==> src/rtl/mmio_uart_tx_pkg.sv <==
// Package for the memory-mapped UART transmitter.
// Holds the transmitter FSM state type, the register offsets inside the UART
// window, the STATUS bit positions and a helper that packs the FIFO count
// into the 4-bit STATUS field.
package uart_pkg;

    typedef enum logic [1:0] {
        IDLE  = 2'd0,
        START = 2'd1,
        DATA  = 2'd2,
        STOP  = 2'd3
    } uart_state_t;

    localparam logic [3:0] UART_TXDATA = 4'h0;
    localparam logic [3:0] UART_STATUS = 4'h4;

    localparam int ST_FULL    = 0;
    localparam int ST_EMPTY   = 1;
    localparam int ST_BUSY    = 2;
    localparam int ST_OVF     = 3;
    localparam int ST_CNT_LSB = 4;

    // The STATUS count field is only 4 bits wide; deeper FIFOs saturate at 15.
    function automatic logic [3:0] sat_count4(input logic [31:0] c);
        return (c > 32'd15) ? 4'hF : c[3:0];
    endfunction

endpackage

==> src/rtl/mmio_uart_tx_if.sv <==
// Store/load bus between the core's data-memory port and the UART window.
//   cs         : UART window selected by the top-level decoder
//   we         : store strobe
//   byteEnable : store byte lanes
//   a          : byte offset within the window
//   wd         : store data
//   rd         : load data returned by the UART
// master = core side, slave = UART side.
interface mmio_uart_tx_if;
    logic        cs;
    logic        we;
    logic [3:0]  byteEnable;
    logic [3:0]  a;
    logic [31:0] wd;
    logic [31:0] rd;

    modport master (output cs, we, byteEnable, a, wd, input rd);
    modport slave  (input cs, we, byteEnable, a, wd, output rd);
endinterface

==> src/rtl/mmio_uart_tx_fifo.sv <==
// Synchronous FIFO with first-word fall-through read data.
//   i_clk, i_rst : clock, asynchronous active-high reset
//   i_push       : write request (accepted when not full, or when a pop
//                  happens in the same cycle)
//   i_pop        : read request (ignored while empty)
//   i_data       : write data
//   o_data       : head entry
//   o_full       : DEPTH entries held
//   o_empty      : no entries held
//   o_count      : number of entries held
module sync_fifo #(
    parameter int WIDTH = 8,
    parameter int DEPTH = 8
) (
    input  logic                     i_clk,
    input  logic                     i_rst,
    input  logic                     i_push,
    input  logic                     i_pop,
    input  logic [WIDTH-1:0]         i_data,
    output logic [WIDTH-1:0]         o_data,
    output logic                     o_full,
    output logic                     o_empty,
    output logic [$clog2(DEPTH):0]   o_count
);
    localparam int AW = $clog2(DEPTH);

    logic [WIDTH-1:0] r_mem [DEPTH];
    logic [AW-1:0]    r_wptr;
    logic [AW-1:0]    r_rptr;
    logic [AW:0]      r_count;
    logic             w_pop;
    logic             w_push;

    assign o_full  = (r_count == (AW+1)'(DEPTH));
    assign o_empty = (r_count == '0);
    assign o_count = r_count;
    assign o_data  = r_mem[r_rptr];

    // A pop frees a slot in the same cycle, so a push into a full FIFO
    // still lands when the head is leaving.
    assign w_pop  = i_pop & ~o_empty;
    assign w_push = i_push & (~o_full | w_pop);

    always_ff @(posedge i_clk) begin
        if (w_push) r_mem[r_wptr] <= i_data;
    end

    always_ff @(posedge i_clk or posedge i_rst) begin
        if (i_rst) begin
            r_wptr  <= '0;
            r_rptr  <= '0;
            r_count <= '0;
        end else begin
            if (w_push) r_wptr <= r_wptr + 1'b1;
            if (w_pop)  r_rptr <= r_rptr + 1'b1;
            case ({w_push, w_pop})
                2'b10:   r_count <= r_count + 1'b1;
                2'b01:   r_count <= r_count - 1'b1;
                default: r_count <= r_count;
            endcase
        end
    end
endmodule

==> src/rtl/mmio_uart_tx.sv <==
// Memory-mapped 8N1 UART transmitter on the data-memory store bus.
// Bytes stored to TXDATA are queued in a FIFO and shifted out LSB first;
// STATUS reports full/empty/busy/overflow and the queued byte count.
//   i_clk, i_reset : clock, asynchronous active-high reset
//   bus            : store/load bus (slave side)
//   o_tx           : serial line, idle high, registered
//   o_irq          : high while the FIFO is empty and the shifter is idle
module mmio_uart_tx
    import uart_pkg::*;
#(
    parameter int CLK_DIV    = 868,
    parameter int FIFO_DEPTH = 8
) (
    input  logic          i_clk,
    input  logic          i_reset,
    mmio_uart_tx_if.slave bus,
    output logic          o_tx,
    output logic          o_irq
);
    localparam int BW = $clog2(CLK_DIV);
    localparam int CW = $clog2(FIFO_DEPTH) + 1;

    uart_state_t r_state;
    logic [BW-1:0] r_baud;
    logic [2:0]    r_bit;
    logic [7:0]    r_shift;
    logic          r_tx;
    logic          r_ovf;

    uart_state_t w_next_state;
    logic [BW-1:0] w_next_baud;
    logic [2:0]    w_next_bit;
    logic [7:0]    w_next_shift;
    logic          w_next_tx;

    logic          w_tick;
    logic          w_push;
    logic          w_clr;
    logic          w_drop;
    logic          w_pop_req;
    logic [7:0]    w_fifo_data;
    logic          w_full;
    logic          w_empty;
    logic [CW-1:0] w_count;
    logic          w_unused;

    // Store decode: only lane 0 carries the byte and the clear bit.
    assign w_push = bus.cs & bus.we & (bus.a[3:2] == UART_TXDATA[3:2]) & bus.byteEnable[0];
    assign w_clr  = bus.cs & bus.we & (bus.a[3:2] == UART_STATUS[3:2]) & bus.byteEnable[0]
                  & bus.wd[ST_OVF];

    assign w_unused = ^{bus.wd[31:8], bus.byteEnable[3:1], bus.a[1:0]};

    // The counter sits at 0 in IDLE, so every bit period after a pop is a
    // full CLK_DIV cycles.
    assign w_tick = (r_state != IDLE) && (r_baud == BW'(CLK_DIV - 1));

    // The FIFO ignores the pop while empty, which lets IDLE request every cycle.
    assign w_pop_req = (r_state == IDLE) || ((r_state == STOP) && w_tick);

    // Full implies non-empty, so the pop request alone decides whether the
    // head leaves this cycle.
    assign w_drop = w_push & w_full & ~w_pop_req;

    sync_fifo #(
        .WIDTH(8),
        .DEPTH(FIFO_DEPTH)
    ) u_fifo (
        .i_clk   (i_clk),
        .i_rst   (i_reset),
        .i_push  (w_push),
        .i_pop   (w_pop_req),
        .i_data  (bus.wd[7:0]),
        .o_data  (w_fifo_data),
        .o_full  (w_full),
        .o_empty (w_empty),
        .o_count (w_count)
    );

    always_ff @(posedge i_clk or posedge i_reset) begin
        if (i_reset) begin
            r_state <= IDLE;
            r_baud  <= '0;
            r_bit   <= '0;
            r_shift <= '0;
            r_tx    <= 1'b1;
        end else begin
            r_state <= w_next_state;
            r_baud  <= w_next_baud;
            r_bit   <= w_next_bit;
            r_shift <= w_next_shift;
            r_tx    <= w_next_tx;
        end
    end

    always_comb begin
        w_next_state = r_state;
        w_next_bit   = r_bit;
        w_next_shift = r_shift;
        if (r_state == IDLE || w_tick) w_next_baud = '0;
        else                           w_next_baud = r_baud + 1'b1;

        unique case (r_state)
            IDLE: begin
                if (!w_empty) begin
                    w_next_state = START;
                    w_next_shift = w_fifo_data;
                end
            end
            START: begin
                if (w_tick) begin
                    w_next_state = DATA;
                    w_next_bit   = '0;
                end
            end
            DATA: begin
                if (w_tick) begin
                    w_next_shift = {1'b0, r_shift[7:1]};
                    if (r_bit == 3'd7) w_next_state = STOP;
                    else               w_next_bit   = r_bit + 1'b1;
                end
            end
            STOP: begin
                if (w_tick) begin
                    if (!w_empty) begin
                        w_next_state = START;
                        w_next_shift = w_fifo_data;
                    end else begin
                        w_next_state = IDLE;
                    end
                end
            end
            default: w_next_state = IDLE;
        endcase

        // Line level is computed from the next state so it can be registered.
        case (w_next_state)
            START:   w_next_tx = 1'b0;
            DATA:    w_next_tx = w_next_shift[0];
            default: w_next_tx = 1'b1;
        endcase
    end

    always_ff @(posedge i_clk or posedge i_reset) begin
        if (i_reset)     r_ovf <= 1'b0;
        else if (w_drop) r_ovf <= 1'b1;
        else if (w_clr)  r_ovf <= 1'b0;
    end

    always_comb begin
        bus.rd = '0;
        if (bus.a[3:2] == UART_STATUS[3:2]) begin
            bus.rd[ST_FULL]             = w_full;
            bus.rd[ST_EMPTY]            = w_empty;
            bus.rd[ST_BUSY]             = (r_state != IDLE);
            bus.rd[ST_OVF]              = r_ovf;
            bus.rd[ST_CNT_LSB +: 4]     = sat_count4(32'(w_count));
        end
    end

    assign o_tx  = r_tx;
    assign o_irq = w_empty & (r_state == IDLE);
endmodule

==> src/flat_wrapper.sv <==
// flat-port wrapper written by rule: the top's interface ports become plain ports
module mmio_uart_tx_flat import uart_pkg::*;
#(
    parameter int CLK_DIV    = 868,
    parameter int FIFO_DEPTH = 8
)
  (i_clk, i_reset, o_tx, o_irq, bus_cs, bus_we, bus_byteEnable, bus_a, bus_wd, bus_rd);
  mmio_uart_tx_if bus_i ();
  input  logic i_clk;
  input  logic i_reset;
  output logic o_tx;
  output logic o_irq;
  input wire logic [$bits(bus_i.cs)-1:0] bus_cs;
  input wire logic [$bits(bus_i.we)-1:0] bus_we;
  input wire logic [$bits(bus_i.byteEnable)-1:0] bus_byteEnable;
  input wire logic [$bits(bus_i.a)-1:0] bus_a;
  input wire logic [$bits(bus_i.wd)-1:0] bus_wd;
  output wire logic [$bits(bus_i.rd)-1:0] bus_rd;
  assign bus_i.cs = bus_cs;
  assign bus_i.we = bus_we;
  assign bus_i.byteEnable = bus_byteEnable;
  assign bus_i.a = bus_a;
  assign bus_i.wd = bus_wd;
  assign bus_rd = bus_i.rd;
  mmio_uart_tx #(.CLK_DIV(CLK_DIV), .FIFO_DEPTH(FIFO_DEPTH)) u_core (.i_clk(i_clk), .i_reset(i_reset), .bus(bus_i), .o_tx(o_tx), .o_irq(o_irq));
endmodule
==> config.mk <==
export PLATFORM = sky130hd
export DESIGN_NAME = mmio_uart_tx_flat
export DESIGN_NICKNAME = d
export VERILOG_FILES = /design/src/rtl/mmio_uart_tx_pkg.sv /design/src/rtl/mmio_uart_tx_if.sv /design/src/rtl/mmio_uart_tx_fifo.sv /design/src/rtl/mmio_uart_tx.sv /design/src/flat_wrapper.sv
export SDC_FILE = /design/constraint.sdc
export NUM_CORES = 1
export LEC_CHECK = 0
export CORE_ASPECT_RATIO = 0.6
export CORE_MARGIN = 2
export CORE_UTILIZATION = 29
export CTS_BUF_LIST = sky130_fd_sc_hd__clkbuf_16
export CTS_CLUSTER_DIAMETER = 50
export DETAILED_ROUTE_END_ITERATION = 7
export SLEW_MARGIN = 40
export SYNTH_ARGS = -nofsm -noshare
export SYNTH_HDL_FRONTEND = slang
export SYNTH_SLANG_ARGS = --single-unit
export TNS_END_PERCENT = 100
==> constraint.sdc <==
create_clock -name i_clk -period 3.8 [get_ports i_clk]
set_input_delay 0.95 -clock i_clk [delete_from_list [all_inputs] [get_ports i_clk]]
set_output_delay 0.95 -clock i_clk [all_outputs]
set_load 0.05 [all_outputs]
==> flow_metrics.tcl, run 1 <==
set metrics [dict create \
    hpwlAfterDp_microns 6460 \
    required_ns 2.85 \
    drc 0 \
    drt_iter0_markers 228 \
    status "finished, final reports clean" \
    period_share_pct 91.36 \
    gp_congestion 0.7785 \
    grt_use_total_pct 11.58 \
    pre_cts_slack_ns 0.4929 \
    syn_avg_cell_area_sq_um 14.28 \
    routed-via-count 2663 \
    ys_seq_area_share_pct 60.51 \
    synth_warnings 0 \
    fin_ws_ns 0.3284 \
    synthArstFlopShare_pct 35.35 \
    setup_violations 0 \
    io_buffers 24 \
    fin_nets 408 \
    reg2reg_depth 11 \
    antennaDiodeCount 0 \
    synth.most_common_cell "edfxtp_1" \
    cts_tree "yes" \
    hold-path-endpoint "u_core.r_baud[0]$_DFF_PP0_" \
    drive_gt1_share_pct 18.28 \
    synth_edf_count 64 \
    antenna_found_initial 0 \
    finalMaxSlewViolations 0 \
    critPathArrivalTime_ns 2.52 \
    rsz0062_at_grt "no" \
    initial_core_util_pct 29.92 \
    hold_class "register to register" \
    worst_pin_slew_ns 0.5496 \
    dieArea_sq_mm 0.01701 \
    drtAntennaViolNets 0 \
    syn-cell-area_sq_mm 0.004626 \
    area_delta_synth_final_pct 15.63 \
    finalHoldViolCount 0 \
    max-vdd-ir-drop_v 0.0003119 \
    cts_made_buffers 9 \
    cts-root-buf "clkbuf_16" \
    p_leak_uw 0.001996 \
    timing.rr.end "u_core.u_fifo.o_count[2]$_DFFE_PP0P_" \
    worst_setup_path_end_kind "output pin" \
    crit_type "register to output pin" \
    rows 35 \
    r2r-start "u_core.r_baud[0]$_DFF_PP0_" \
    yosysUniqueCellTypes 54 \
    clk_path_buf_depth 2 \
    max_freq_ghz 0.2881 \
    cts_hold_buf 0 \
    ios 78 \
    fin_crit_ns 3.472 \
    dr.pass1.iters 4 \
    synthSimpleGateAreaFrac_pct 11.79 \
    ys_top_cells_by_count "edfxtp_1 (64), dfrtp_1 (34), buf_4 (25)" \
    min-delay-start "u_core.r_baud[0]$_DFF_PP0_" \
    path_max_fanout 7 \
    synth_compound_area_share_pct 5.978 \
    overflow 0 \
    finalClockSkew_ns 0.005911 \
    grt_pass1_wl_microns 14880 \
    synth_area_leaders "edfxtp_1 (42%), dfrtp_1 (18%), mux4_2 (7.8%)" \
    fin_tns_setup_ns 0 \
    die_w_microns 167.0 \
    grt_pass1_vias 2621 \
    postCtsSetupBuffers 0 \
    wl_per_cell_microns 16.64 \
    rrSetupSlack_ns 0.82 \
    synth_top_area_cell "edfxtp_1" \
    coreArea_sq_mm 0.01546 \
    max_cap_viol_count 0 \
    hold_depth 1 \
    fp.dieH_microns 101.8 \
    via_per_inst 4.722 \
    ctsHtreeMaxLevel 3 \
    synth_xor_area_share_pct 3.408 \
    synth_top_area_share_pct 41.55 \
    synth_top_family_by_area "simple AND/OR/NAND/NOR gates" \
    power.density_mw_per_mm2 653.0 \
    clock-sinks 99 \
    muxShareOfSynthArea_pct 10.28 \
    wirelength_microns 9384 \
    synth_fa_ha_area_share_pct 2.164 \
    syn_inst 324 \
    critPathLaunchType "register" \
    grt_max_degree 36 \
    ys_ff_latch 99 \
    cts.repair.resized 0 \
    worstSkewPairLatency_ns 0.35 \
    relSlewSlack_pct 63.36 \
    cts.clk_slew.worst_paths_ns 0.07 \
    synth_ff_type "edfxtp_1" \
    fill_cells 1477 \
]
==> cell families (layout without fill, tap and decap cells) <==
kind of cell	after synthesis	count (layout)
AO/OA/AOI/OAI	34	34
buffers and inverters	43	57
other	1	24
multiplexers	27	27
flip-flops	99	99
XOR/XNOR	18	18
adder cells (fa/ha/maj)	8	8
AND/OR/NAND/NOR	94	94
==> per-stage QoR <==
| stage | hold WS [ns] | instance area [sq um] | utilization [%] | std cells | power (uW) |
|---|---|---|---|---|---|
| 2_1_floorplan | 0.4549 | 4712 | - | 347 | 2345 |
| 6_report | 0.4974 | 5349 | 34.60 | 564 | 3493 |
| 3_5_place_dp | 0.4853 | 5047 | 32.65 | 548 | 2591 |
| 5_1_grt | 0.5303 | 5349 | 34.60 | 564 | 3683 |
| 4_1_cts | 0.4944 | 5348 | 34.59 | 564 | 3519 |
| 3_3_place_gp | 0.4778 | 5046 | 32.64 | 548 | 2556 |
==> sequential cells by signal, indices dropped and copies added, names as in the netlist <==
signal and cells:
u_core.r_baud 10, u_core.r_ovf 1, u_core.u_fifo.r_rptr 3, u_core.u_fifo.o_count 4
u_core.u_fifo.r_wptr 3, u_core.r_state 2, u_core.o_tx 1, u_core.r_bit 3
u_core.r_shift 8, u_core.u_fifo.r_mem 64
==> area by class of cell <==
cell class,count,area [sq um],share of cell area (%)
clock inverter,7,75.07,1.404
clock buffer,9,225.2,4.211
tap,203,254.0,4.749
timing repair buffer,36,322.8,6.035
sequential,99,2801,52.37
inverter,5,18.77,0.3509
multi-input combinational,205,1652,30.88
==> worst max-delay path: stages, from the launching register on <==
cell and delay (ns):
dfrtp_1 0.47, or4_1 0.69, nor2_1 0.19, clkdlybuf4s50_1 0.83
==> where the power goes <==
part / internal (uW) / total (uW) / leakage (uW) / switching, uW
Combinational: 483 / 986 / 0.000840 / 503
Sequential: 1290 / 1580 / 0.00101 / 289
Clock: 516 / 923 / 0.000146 / 407
Total: 2290 / 3490 / 0.00200 / 1200
==> metal layers <==
| metal | share of wire [%] | global-route usage [%] | wire length, microns |
|---|---|---|---|
| met2 | 43 | 17.09 | 4031 |
| met3 | 4.1 | 2.634 | 383 |
| met5 | 0 | 0 | 0 |
| met4 | 1.3 | 3.382 | 120 |
| met1 | 52 | 17.15 | 4849 |
==> placed cells by master (no fill, tap or decap), types with 8 or more instances in the layout <==
cell type / n
mux4_2: 16
conb_1: 24
edfxtp_1: 64
xnor2_1: 8
xor2_1: 10
nand2_1: 12
clkbuf_16: 9
nor2_1: 18
nor4_1: 8
dfrtp_1: 32
clkdlybuf4s50_1: 16
nor3_1: 12
ha_1: 8
buf_4: 19
==> how the worst max path moves through the flow <==
stage,from,endpoint,slack [ns],cells past startpoint
2_1_floorplan,bus_a[3],u_core.u_fifo.r_mem[1][0]$_DFFE_PP_,0.92,5
3_3_place_gp,bus_a[3],u_core.u_fifo.o_count[2]$_DFFE_PP0P_,0.48,11
3_5_place_dp,bus_a[3],u_core.u_fifo.o_count[2]$_DFFE_PP0P_,0.49,11
4_1_cts,u_core.u_fifo.o_count[3]$_DFFE_PP0P_,o_irq,0.30,3
5_1_grt,u_core.u_fifo.o_count[3]$_DFFE_PP0P_,o_irq,0.22,3
6_report,u_core.u_fifo.o_count[3]$_DFFE_PP0P_,o_irq,0.33,3
Power figures use the tool's default switching activity.
==> run 2, diff against run 1 <==
Settings changed: ABC_CLOCK_PERIOD_IN_PS from default to 3800.
==> results of run 2 <==
Same layout as run 1: the final DEF is identical, and so are final timing and power.
